===== config.mk =====
export PLATFORM = sky130hd
export DESIGN_NAME = serv_mem_arbiter_flat
export DESIGN_NICKNAME = d
export VERILOG_FILES = /design/src/rtl/serv_arb_pkg.sv /design/src/rtl/serv_mem_arbiter_if.sv /design/src/rtl/serv_arb_timeout.sv /design/src/rtl/serv_mem_arbiter.sv /design/src/flat_wrapper.sv
export SDC_FILE = /design/constraint.sdc
export NUM_CORES = 1
export LEC_CHECK = 0
export CORE_AREA = 10 10 98 100
export DETAILED_ROUTE_END_ITERATION = 8
export DIE_AREA = 0 0 108 110
export PLACE_DENSITY = 0.82
export SLEW_MARGIN = 10
export SYNTH_ARGS = -nofsm -noshare
export SYNTH_HDL_FRONTEND = slang
export SYNTH_HIERARCHICAL = 1
export SYNTH_SLANG_ARGS = --single-unit

===== constraint.sdc =====
create_clock -name clk -period 2.7 [get_ports clk]
set_input_delay 0.54 -clock clk [delete_from_list [all_inputs] [get_ports clk]]
set_output_delay 0.54 -clock clk [all_outputs]
set_load 0.03 [all_outputs]

===== src/rtl/serv_arb_pkg.sv =====
// serv_arb_pkg: grant state encoding, fetch byte-enable and watchdog width for serv_mem_arbiter
package serv_arb_pkg;
  typedef enum logic [1:0] {ST_IDLE = 2'd0, ST_IBUS = 2'd1, ST_DBUS = 2'd2} state_t;
  localparam logic [3:0] IBUS_SEL = 4'hF;
  localparam int CNT_W = 16;
endpackage


===== src/rtl/serv_mem_arbiter_if.sv =====
// serv_mem_arbiter_if: fetch, data and shared memory port signals; slave = arbiter side
interface serv_mem_arbiter_if;
  logic [31:0] i_ibus_adr;
  logic        i_ibus_cyc;
  logic [31:0] o_ibus_rdt;
  logic        o_ibus_ack;
  logic        o_ibus_err;
  logic [31:0] i_dbus_adr;
  logic [31:0] i_dbus_dat;
  logic [3:0]  i_dbus_sel;
  logic        i_dbus_we;
  logic        i_dbus_cyc;
  logic [31:0] o_dbus_rdt;
  logic        o_dbus_ack;
  logic        o_dbus_err;
  logic [31:0] o_wb_adr;
  logic [31:0] o_wb_dat;
  logic [3:0]  o_wb_sel;
  logic        o_wb_we;
  logic        o_wb_cyc;
  logic [31:0] i_wb_rdt;
  logic        i_wb_ack;
  logic        o_busy;
  modport slave (
    input  i_ibus_adr, i_ibus_cyc, i_dbus_adr, i_dbus_dat, i_dbus_sel, i_dbus_we, i_dbus_cyc, i_wb_rdt, i_wb_ack,
    output o_ibus_rdt, o_ibus_ack, o_ibus_err, o_dbus_rdt, o_dbus_ack, o_dbus_err,
           o_wb_adr, o_wb_dat, o_wb_sel, o_wb_we, o_wb_cyc, o_busy
  );
  modport master (
    output i_ibus_adr, i_ibus_cyc, i_dbus_adr, i_dbus_dat, i_dbus_sel, i_dbus_we, i_dbus_cyc, i_wb_rdt, i_wb_ack,
    input  o_ibus_rdt, o_ibus_ack, o_ibus_err, o_dbus_rdt, o_dbus_ack, o_dbus_err,
           o_wb_adr, o_wb_dat, o_wb_sel, o_wb_we, o_wb_cyc, o_busy
  );
endinterface


===== src/rtl/serv_arb_timeout.sv =====
// serv_arb_timeout: grant watchdog; expired once TIMEOUT_CYCLES-1 unacked granted cycles have elapsed
module serv_arb_timeout import serv_arb_pkg::*; #(
  parameter int TIMEOUT_CYCLES = 255
) (
  input  logic clk,
  input  logic rst,
  input  logic clr,
  input  logic en,
  output logic expired
);
  logic [CNT_W-1:0] cnt_q, cnt_d;
  always_comb cnt_d = clr ? '0 : en ? cnt_q + CNT_W'(1) : cnt_q;
  always_ff @(posedge clk) cnt_q <= rst ? '0 : cnt_d;
  assign expired = cnt_q == CNT_W'(TIMEOUT_CYCLES - 1);
endmodule


===== src/rtl/serv_mem_arbiter.sv =====
// serv_mem_arbiter: round-robin share of one Wishbone port between SERV fetch and data buses.
// Define SERV_ARB_TIMEOUT_EN to abort grants that wait TIMEOUT_CYCLES without ack (ack+err pulse).
module serv_mem_arbiter import serv_arb_pkg::*; #(
  parameter bit DBUS_FIRST     = 1'b1,
  parameter int TIMEOUT_CYCLES = 255
) (
  input logic clk,
  input logic rst,
  serv_mem_arbiter_if.slave bus
);
  state_t state_q, state_d;
  logic last_d_q, last_d_d;
  logic in_i, in_d, tmo, ack_i, ack_d;
  // Grant is only live while the owner still holds cyc; reset masks everything
  assign in_i = state_q == ST_IBUS && bus.i_ibus_cyc && !rst;
  assign in_d = state_q == ST_DBUS && bus.i_dbus_cyc && !rst;
`ifdef SERV_ARB_TIMEOUT_EN
  serv_arb_timeout #(.TIMEOUT_CYCLES(TIMEOUT_CYCLES)) u_timeout (
    .clk(clk), .rst(rst), .clr(state_q == ST_IDLE), .en(in_i || in_d), .expired(tmo)
  );
`else
  assign tmo = 1'b0;
`endif
  assign ack_i = in_i && (bus.i_wb_ack || tmo);
  assign ack_d = in_d && (bus.i_wb_ack || tmo);
  always_comb begin
    state_d  = state_q;
    last_d_d = last_d_q;
    if (state_q == ST_IDLE) begin
      if (bus.i_dbus_cyc && !(bus.i_ibus_cyc && last_d_q)) begin
        state_d  = ST_DBUS;
        last_d_d = 1'b1;
      end else if (bus.i_ibus_cyc) begin
        state_d  = ST_IBUS;
        last_d_d = 1'b0;
      end
    end else if (state_q == ST_IBUS ? !bus.i_ibus_cyc || ack_i :
                 state_q == ST_DBUS ? !bus.i_dbus_cyc || ack_d : 1'b1)
      state_d = ST_IDLE;
  end
  always_ff @(posedge clk)
    if (rst) begin
      state_q  <= ST_IDLE;
      last_d_q <= !DBUS_FIRST;
    end else begin
      state_q  <= state_d;
      last_d_q <= last_d_d;
    end
  assign bus.o_wb_cyc   = in_i || in_d;
  assign bus.o_wb_adr   = state_q == ST_DBUS ? bus.i_dbus_adr : bus.i_ibus_adr;
  assign bus.o_wb_dat   = state_q == ST_DBUS ? bus.i_dbus_dat : '0;
  assign bus.o_wb_sel   = state_q == ST_DBUS ? bus.i_dbus_sel : IBUS_SEL;
  assign bus.o_wb_we    = state_q == ST_DBUS && bus.i_dbus_we;
  assign bus.o_ibus_rdt = bus.i_wb_rdt;
  assign bus.o_dbus_rdt = bus.i_wb_rdt;
  assign bus.o_ibus_ack = ack_i;
  assign bus.o_dbus_ack = ack_d;
  assign bus.o_ibus_err = in_i && tmo && !bus.i_wb_ack;
  assign bus.o_dbus_err = in_d && tmo && !bus.i_wb_ack;
  assign bus.o_busy     = state_q != ST_IDLE && !rst;
endmodule

===== src/flat_wrapper.sv =====
// flat-port wrapper written by rule: the top's interface ports become plain ports
module serv_mem_arbiter_flat import serv_arb_pkg::*;
#(
  parameter bit DBUS_FIRST     = 1'b1,
  parameter int TIMEOUT_CYCLES = 255
)
  (clk, rst, bus_i_ibus_adr, bus_i_ibus_cyc, bus_i_dbus_adr, bus_i_dbus_dat, bus_i_dbus_sel, bus_i_dbus_we, bus_i_dbus_cyc, bus_i_wb_rdt, bus_i_wb_ack, bus_o_ibus_rdt, bus_o_ibus_ack, bus_o_ibus_err, bus_o_dbus_rdt, bus_o_dbus_ack, bus_o_dbus_err, bus_o_wb_adr, bus_o_wb_dat, bus_o_wb_sel, bus_o_wb_we, bus_o_wb_cyc, bus_o_busy);
  serv_mem_arbiter_if bus_i ();
  input logic clk;
  input logic rst;
  input wire logic [$bits(bus_i.i_ibus_adr)-1:0] bus_i_ibus_adr;
  input wire logic [$bits(bus_i.i_ibus_cyc)-1:0] bus_i_ibus_cyc;
  input wire logic [$bits(bus_i.i_dbus_adr)-1:0] bus_i_dbus_adr;
  input wire logic [$bits(bus_i.i_dbus_dat)-1:0] bus_i_dbus_dat;
  input wire logic [$bits(bus_i.i_dbus_sel)-1:0] bus_i_dbus_sel;
  input wire logic [$bits(bus_i.i_dbus_we)-1:0] bus_i_dbus_we;
  input wire logic [$bits(bus_i.i_dbus_cyc)-1:0] bus_i_dbus_cyc;
  input wire logic [$bits(bus_i.i_wb_rdt)-1:0] bus_i_wb_rdt;
  input wire logic [$bits(bus_i.i_wb_ack)-1:0] bus_i_wb_ack;
  output wire logic [$bits(bus_i.o_ibus_rdt)-1:0] bus_o_ibus_rdt;
  output wire logic [$bits(bus_i.o_ibus_ack)-1:0] bus_o_ibus_ack;
  output wire logic [$bits(bus_i.o_ibus_err)-1:0] bus_o_ibus_err;
  output wire logic [$bits(bus_i.o_dbus_rdt)-1:0] bus_o_dbus_rdt;
  output wire logic [$bits(bus_i.o_dbus_ack)-1:0] bus_o_dbus_ack;
  output wire logic [$bits(bus_i.o_dbus_err)-1:0] bus_o_dbus_err;
  output wire logic [$bits(bus_i.o_wb_adr)-1:0] bus_o_wb_adr;
  output wire logic [$bits(bus_i.o_wb_dat)-1:0] bus_o_wb_dat;
  output wire logic [$bits(bus_i.o_wb_sel)-1:0] bus_o_wb_sel;
  output wire logic [$bits(bus_i.o_wb_we)-1:0] bus_o_wb_we;
  output wire logic [$bits(bus_i.o_wb_cyc)-1:0] bus_o_wb_cyc;
  output wire logic [$bits(bus_i.o_busy)-1:0] bus_o_busy;
  assign bus_i.i_ibus_adr = bus_i_ibus_adr;
  assign bus_i.i_ibus_cyc = bus_i_ibus_cyc;
  assign bus_i.i_dbus_adr = bus_i_dbus_adr;
  assign bus_i.i_dbus_dat = bus_i_dbus_dat;
  assign bus_i.i_dbus_sel = bus_i_dbus_sel;
  assign bus_i.i_dbus_we = bus_i_dbus_we;
  assign bus_i.i_dbus_cyc = bus_i_dbus_cyc;
  assign bus_i.i_wb_rdt = bus_i_wb_rdt;
  assign bus_i.i_wb_ack = bus_i_wb_ack;
  assign bus_o_ibus_rdt = bus_i.o_ibus_rdt;
  assign bus_o_ibus_ack = bus_i.o_ibus_ack;
  assign bus_o_ibus_err = bus_i.o_ibus_err;
  assign bus_o_dbus_rdt = bus_i.o_dbus_rdt;
  assign bus_o_dbus_ack = bus_i.o_dbus_ack;
  assign bus_o_dbus_err = bus_i.o_dbus_err;
  assign bus_o_wb_adr = bus_i.o_wb_adr;
  assign bus_o_wb_dat = bus_i.o_wb_dat;
  assign bus_o_wb_sel = bus_i.o_wb_sel;
  assign bus_o_wb_we = bus_i.o_wb_we;
  assign bus_o_wb_cyc = bus_i.o_wb_cyc;
  assign bus_o_busy = bus_i.o_busy;
  serv_mem_arbiter #(.DBUS_FIRST(DBUS_FIRST), .TIMEOUT_CYCLES(TIMEOUT_CYCLES)) u_core (.clk(clk), .rst(rst), .bus(bus_i));
endmodule

==> flow_summary.json, run 1 <==
{
  "critPathBufInv": 2,
  "grtUsageTotal_pct": 10.0,
  "syn2layout_area_growth_pct": 90.8,
  "clockBufferDepth": 2,
  "final_area_sq_um": 2920,
  "num_rows": 32,
  "synth_common_cells": "66 x buf_4, 33 x and2_1, 32 x mux2_4",
  "postCtsSetupBuffers": 0,
  "postSynthAreaPerCell_sq_um": 9.12,
  "finalSetupTns_ns": 0,
  "viasPerCell": 3.86,
  "ctsRootBufferMaster": "clkbuf_8",
  "syn_area_sq_um": 1530,
  "htreeDepth": 1,
  "rsz0062_at_grt": "no",
  "ir_worst_vdd_mv": 0.0880,
  "start_kind": "input port",
  "reg2reg_from": "u_core/state_q[0]$_SDFFE_PP0P_",
  "overflow": 0,
  "min_period_over_period_pct": 95.6,
  "gp_congestion": 0.849,
  "grt_pass1_vias": 1558,
  "chipHeight_um": 110,
  "post-route-min-period_ns": 2.58,
  "async_reset_ff_share_pct": 0,
  "seq_area_sq_um": 61.3,
  "synth_area_leaders": "buf_4 32%, mux2_4 31%, and2_1 13%, buf_12 3.9%, dfxtp_1 3.9%",
  "clk_latency_ns": 0.21,
  "grt_pass1_wl_um": 9450,
  "cpMostUsedCell": "clkdlybuf4s50_1",
  "cp_max_fo": 3,
  "dpl-instance-area_sq_um": 2850,
  "synth_top_cell_by_area": "buf_4",
  "yosysMostFrequentCell": "buf_4",
  "cts_buffers": 3,
  "drtPass1Iterations": 6,
  "first_iter_violations": 29,
  "crit_type": "input port to primary output",
  "synth.distinct_cells": 21,
  "synth-edff-count": 0,
  "routed_wl_um": 7110,
  "multi_input_area_sq_um": 860,
  "cp_cell_sequence": "clkdlybuf4s50_1 -> nor2b_1 -> and4b_1 -> clkdlybuf4s50_1",
  "total_power_uw": 779,
  "yosysSeqAreaShare_pct": 3.92,
  "setup-violations-final": 0,
  "max_freq_ghz": 0.387,
  "worstPathArrival_ns": 2.04,
  "post-dp-hpwl_um": 6190,
  "hold_depth": 2,
  "boundaryPins": 277,
  "ys.warnings.count": 6,
  "worst_setup_path_end_kind": "primary output",
  "crit_slowest_cell": "clkdlybuf4s50_1",
  "status": "finished, final reports clean",
  "slew_viol_final": 0,
  "n_fill_cell": 763,
  "final_hold_viol_count": 0,
  "portBuffers": 178,
  "nNetsFinal": 418,
  "drive_gt1_share_pct": 25.4,
  "synth_ff_type": "dfxtp_1",
  "drv_cap": 0,
  "p_per_area_nw_per_um2": 266,
  "min_to": "u_core/last_d_q$_SDFFE_PP0P_",
  "dieArea_sq_um": 11900,
  "ys_ff_latch": 3,
  "cts_tree": "built",
  "drc": 0,
  "clkSinkCount": 3,
  "hp-start": "u_core/last_d_q$_SDFFE_PP0P_",
  "hp-class": "register to register",
  "netlist.area_leader.share_pct": 32.4,
  "grt_max_degree": 50,
  "ant_nets": 0,
  "critPathTopFamily": "buffers and inverters",
  "detail_route.wl_per_cell_um": 18.7,
  "insertedDiodeCount": 0,
  "fp.coreArea_sq_um": 7650,
  "vias": 1469,
  "die_w_um": 108,
  "rrSetupSlack_ns": 1.53,
  "worstPathRequired_ns": 2.16,
  "antenna_found_initial": 0,
  "whs_ns": 0.507,
  "worstReg2RegEnd": "u_core/last_d_q$_SDFFE_PP0P_",
  "clk_pin_slew_ns": 0.03,
  "crit_path_max_incr_delay_ns": 0.67,
  "rr_worst_depth": 2,
  "leakage_uw": 0.00125,
  "start_util_pct": 20.0,
  "synth_cells": 168,
  "skew_ns": 0.00189
}
## cells in the final DEF, fill, tap and decap left out, types with 2 or more instances in the layout
master,n
a2111oi_0,2
clkbuf_8,3
dfxtp_1,2
nor3b_1,2
and2_1,33
nand3b_1,2
dlygate4sd2_1,6
buf_4,27
clkdlybuf4s50_1,139
dlymetal6s2s_1,3
nand2b_1,7
mux2_4,32
buf_12,6
conb_1,2
nor2_1,2
## final cells by class
cell class | count | area share [%]
Timing Repair Buffer | 182 | 62.6
Sequential cell | 3 | 2.10
Tap cell | 102 | 4.37
Clock buffer | 4 | 1.54
Multi-Input combinational cell | 90 | 29.4
## power breakdown
group | switching, uW | leakage, uW | total [uW] | internal, uW
clock network | 29.0 | 0.0000228 | 130 | 101
registers | 6.57 | 0.0000251 | 55.3 | 48.8
logic | 259 | 0.00120 | 594 | 334
## cell families after synthesis
group           synth area share (%)
buf+inv                         40.2
simple gates                    22.4
mux                             31.4
compound gates                  1.88
flops                           3.92
other cells                    0.245
## layer usage
metal	vias to the layer above	GRT usage, %	routed length (um)
met4	0	2.19	47
met5	-	0	0
li1	698	-	-
met3	9	3.95	790
met2	130	17.8	3580
met1	632	11.1	2690
## metrics by stage
step | std cells | util (%) | setup slack [ns]
after floorplan | 169 | - | 0.989
final | 381 | 38.2 | 0.118
after detailed placement | 376 | 37.3 | 0.107
after global placement | 376 | 37.3 | 0.118
after CTS | 380 | 37.8 | 0.000985
after global routing | 381 | 38.2 | 0.0454
## state kept, by name, summed over array words and instances (netlist names)
name	count
u_core/state_q	2
u_core/last_d_q	1
## what timing repair did
item	CTS	global route
resized for setup	6	4
setup endpoints to repair	6	20
pin swaps	0	0
gates cloned	0	1
hold buffers	0	0
## how the worst max path moves through the flow
stage | startpoint | end | slack (ns) | cells after the start
finish | bus_i_wb_ack | bus_o_ibus_ack | 0.12 | 4
global route | u_core/state_q[1]$_SDFFE_PP0P_ | bus_o_wb_adr[10] | 0.05 | 4
detailed placement | bus_i_ibus_cyc | bus_o_wb_cyc | 0.11 | 4
global placement | bus_i_wb_ack | bus_o_ibus_ack | 0.12 | 4
CTS | u_core/state_q[1]$_SDFFE_PP0P_ | bus_o_wb_adr[2] | 0.001 | 4
floorplan | u_core/state_q[1]$_SDFFE_PP0P_ | bus_o_wb_adr[0] | 0.99 | 5
## tightest hold or removal path: stages, from the launching register on
cell and delay (ns):
dfxtp_1 0.32, nand2b_1 0.08, o22ai_1 0.06
No activity file was read; power rests on OpenSTA's default activity.
==> inputs of run 2 (changes only) <==
Settings changed: ABC_CLOCK_PERIOD_IN_PS set to 2700.
==> results of run 2 <==
The final DEF is identical to that of run 1; final timing and power are the same.
==> inputs of run 3 (changes only) <==
Settings changed: CORE_AREA 10 10 98 100 to 2 2 107 109, DIE_AREA 0 0 108 110 to 0 0 109 111, PLACE_DENSITY 0.82 to 0.62.
==> run 3 against run 2 <==
Non-clock buffer count is 1 lower; combinational power is essentially flat; routed wire length is 22% lower; count of clock-buffer cells in the layout did not move; register-to-register slack worse by 0.03 ns; design area rose by 3.8%; critical path depth did not move; worst setup slack got worse by 0.059 ns; die area up 1.8%; maximum frequency down 2.2%; global-route usage is 2.2 points lower; largest power group unchanged; highest routed layer unchanged.
==> flow_summary.json, run 3 (synthesis results as in run 1) <==
{
  "largest_reg_flops": 2,
  "pwr-share-seq_pct": 6.3,
  "cts_buffers": 3,
  "hp-class": "register to register",
  "viasPerCell": 3.59,
  "routed_wl_um": 5580,
  "largest_register": "u_core/state_q",
  "cp_max_fo": 7,
  "status": "finished, final reports clean",
  "post-route-min-period_ns": 2.64,
  "slew_viol_final": 0,
  "clk_latency_ns": 0.22,
  "hold_depth": 2,
  "startpoint": "rst",
  "final_area_sq_um": 3030,
  "power_frac_comb_pct": 67.4,
  "worst_setup_path_end_kind": "primary output",
  "leakage_uw": 0.00124,
  "dpl-instance-area_sq_um": 2930,
  "reg2reg_from": "u_core/state_q[0]$_SDFFE_PP0P_",
  "path_depth": 4,
  "rsz0062_at_grt": "no",
  "skew_ns": 0.000434,
  "clock_power_share_pct": 26.3,
  "grt_pass1_wl_um": 7490,
  "clockBufferDepth": 2,
  "netSwitchingPower_uw": 299,
  "gp_congestion": 0.710,
  "cp_cell_sequence": "clkdlybuf4s50_1 -> nor2b_1 -> and4b_1 -> clkdlybuf4s50_1",
  "drc": 0,
  "most-common-layout-cells": "151 x clkdlybuf4s50_1, 33 x and2_1, 32 x mux2_4, 12 x buf_4, 8 x dlygate4sd2_1",
  "crit_type": "input port to primary output",
  "min_period_over_period_pct": 97.8,
  "grt_max_degree": 51,
  "grt_pass1_vias": 1484,
  "num_rows": 39,
  "portBuffers": 178,
  "cts_tree": "built",
  "first_iter_violations": 44,
  "critPathBufInv": 2,
  "sw_frac_of_total_pct": 34.0,
  "start_kind": "input port",
  "final_common_cell": "clkdlybuf4s50_1",
  "worstReg2RegEnd": "u_core/state_q[0]$_SDFFE_PP0P_",
  "cpMostUsedCell": "clkdlybuf4s50_1",
  "worstPathArrival_ns": 2.10,
  "insertedDiodeCount": 0,
  "rr_worst_depth": 2,
  "crit_path_max_incr_delay_ns": 0.67,
  "ir_worst_vdd_mv": 0.168,
  "drv_cap": 0,
  "syn2layout_area_growth_pct": 98.0,
  "vias": 1510,
  "drtPass1Iterations": 4,
  "chipHeight_um": 111,
  "p_int_uw": 581,
  "cp-endpoint": "bus_o_ibus_ack",
  "overflow": 0,
  "setup-violations-final": 0,
  "nNetsFinal": 417,
  "rrSetupSlack_ns": 1.50,
  "dieArea_sq_um": 12100,
  "boundaryPins": 277,
  "p_per_area_nw_per_um2": 290,
  "start_util_pct": 13.8,
  "ctsRootBufferMaster": "clkbuf_16",
  "finalSetupTns_ns": 0,
  "detail_route.wl_per_cell_um": 13.2,
  "clk_pin_slew_ns": 0.03,
  "n_fill_cell": 1167,
  "reg_top3": "u_core/state_q (2), u_core/last_d_q (1)",
  "ant_nets": 0,
  "grtUsageTotal_pct": 7.87,
  "fp.coreArea_sq_um": 11100,
  "htreeDepth": 1,
  "clkSinkCount": 3,
  "max_freq_ghz": 0.379,
  "antenna_found_initial": 0,
  "final_hold_viol_count": 0,
  "drive_gt1_share_pct": 20.1,
  "holdBufCountCts": 0,
  "critPathTopFamily": "buffers and inverters",
  "preCtsSetupSlack_ns": 0.0434,
  "die_w_um": 109,
  "post-dp-hpwl_um": 4530,
  "fin_ws_ns": 0.0590,
  "crit_slowest_cell": "clkdlybuf4s50_1",
  "worstPathRequired_ns": 2.16
}
[run 3: cell types whose count changed in the layout (fill, tap and decap cells not counted), sizes merged]
cell           previous run  this run
buf                      33        18
clkdlybuf4s50           139       151
dlygate4sd2               6         8
[run 3: layout make-up]
cell class | count | area [sq um] | share of cell area [%]
tap | 143 | 179 | 5.90
timing repair buffer | 181 | 1850 | 61.1
sequential | 3 | 61.3 | 2.02
multi-input combinational | 90 | 860 | 28.3
clock buffer | 4 | 78.8 | 2.60
[run 3: worst register-to-register path: stages (launching register included)]
cell,delay [ns]
dfxtp_1,0.51
nor3b_1,0.11
a2111oi_0,0.43
[run 3: how the worst min path moves through the flow]
| stage | start | to | slack [ns] |
|---|---|---|---|
| global placement | u_core/last_d_q$_SDFFE_PP0P_ | u_core/last_d_q$_SDFFE_PP0P_ | 0.49 |
| floorplan | u_core/last_d_q$_SDFFE_PP0P_ | u_core/last_d_q$_SDFFE_PP0P_ | 0.47 |
| finish | u_core/last_d_q$_SDFFE_PP0P_ | u_core/last_d_q$_SDFFE_PP0P_ | 0.51 |
| detailed placement | u_core/last_d_q$_SDFFE_PP0P_ | u_core/last_d_q$_SDFFE_PP0P_ | 0.51 |
| global route | u_core/last_d_q$_SDFFE_PP0P_ | u_core/last_d_q$_SDFFE_PP0P_ | 0.54 |
| CTS | u_core/last_d_q$_SDFFE_PP0P_ | u_core/last_d_q$_SDFFE_PP0P_ | 0.52 |
[run 3: what timing repair did]
| action | 4_1_cts | 5_1_grt |
|---|---|---|
| resized for setup | 8 | 4 |
| hold endpoints to repair | 0 | 0 |
| setup buffers | 0 | 0 |
| gates cloned | 0 | 1 |
| setup endpoints to repair | 8 | 31 |
[run 3: power by group through the flow]
stage | registers, uW | logic, uW | clock network (uW)
2_1_floorplan | 50.9 | 491 | 0
5_1_grt | 56.2 | 624 | 245
3_5_place_dp | 55.6 | 598 | 0
6_report | 55.4 | 593 | 232
4_1_cts | 55.0 | 593 | 236
3_3_place_gp | 55.0 | 594 | 0
[run 3: routing by layer]
layer / GRT usage [%] / wire (um) / up-vias
met5: 0 / 0 / -
met4: 1.97 / 32 / 0
met3: 3.76 / 966 / 4
met2: 13.0 / 2520 / 137
met1: 9.04 / 2060 / 670
li1: - / - / 699
[run 3: through the flow]
step	utilization (%)	std cells	hold WS, ns	power (uW)
after global placement	26.5	416	0.491	649
final	27.4	421	0.514	880
after global routing	27.4	421	0.540	926
after detailed placement	26.5	416	0.514	654
after CTS	27.1	420	0.517	883
after floorplan	-	169	0.466	542
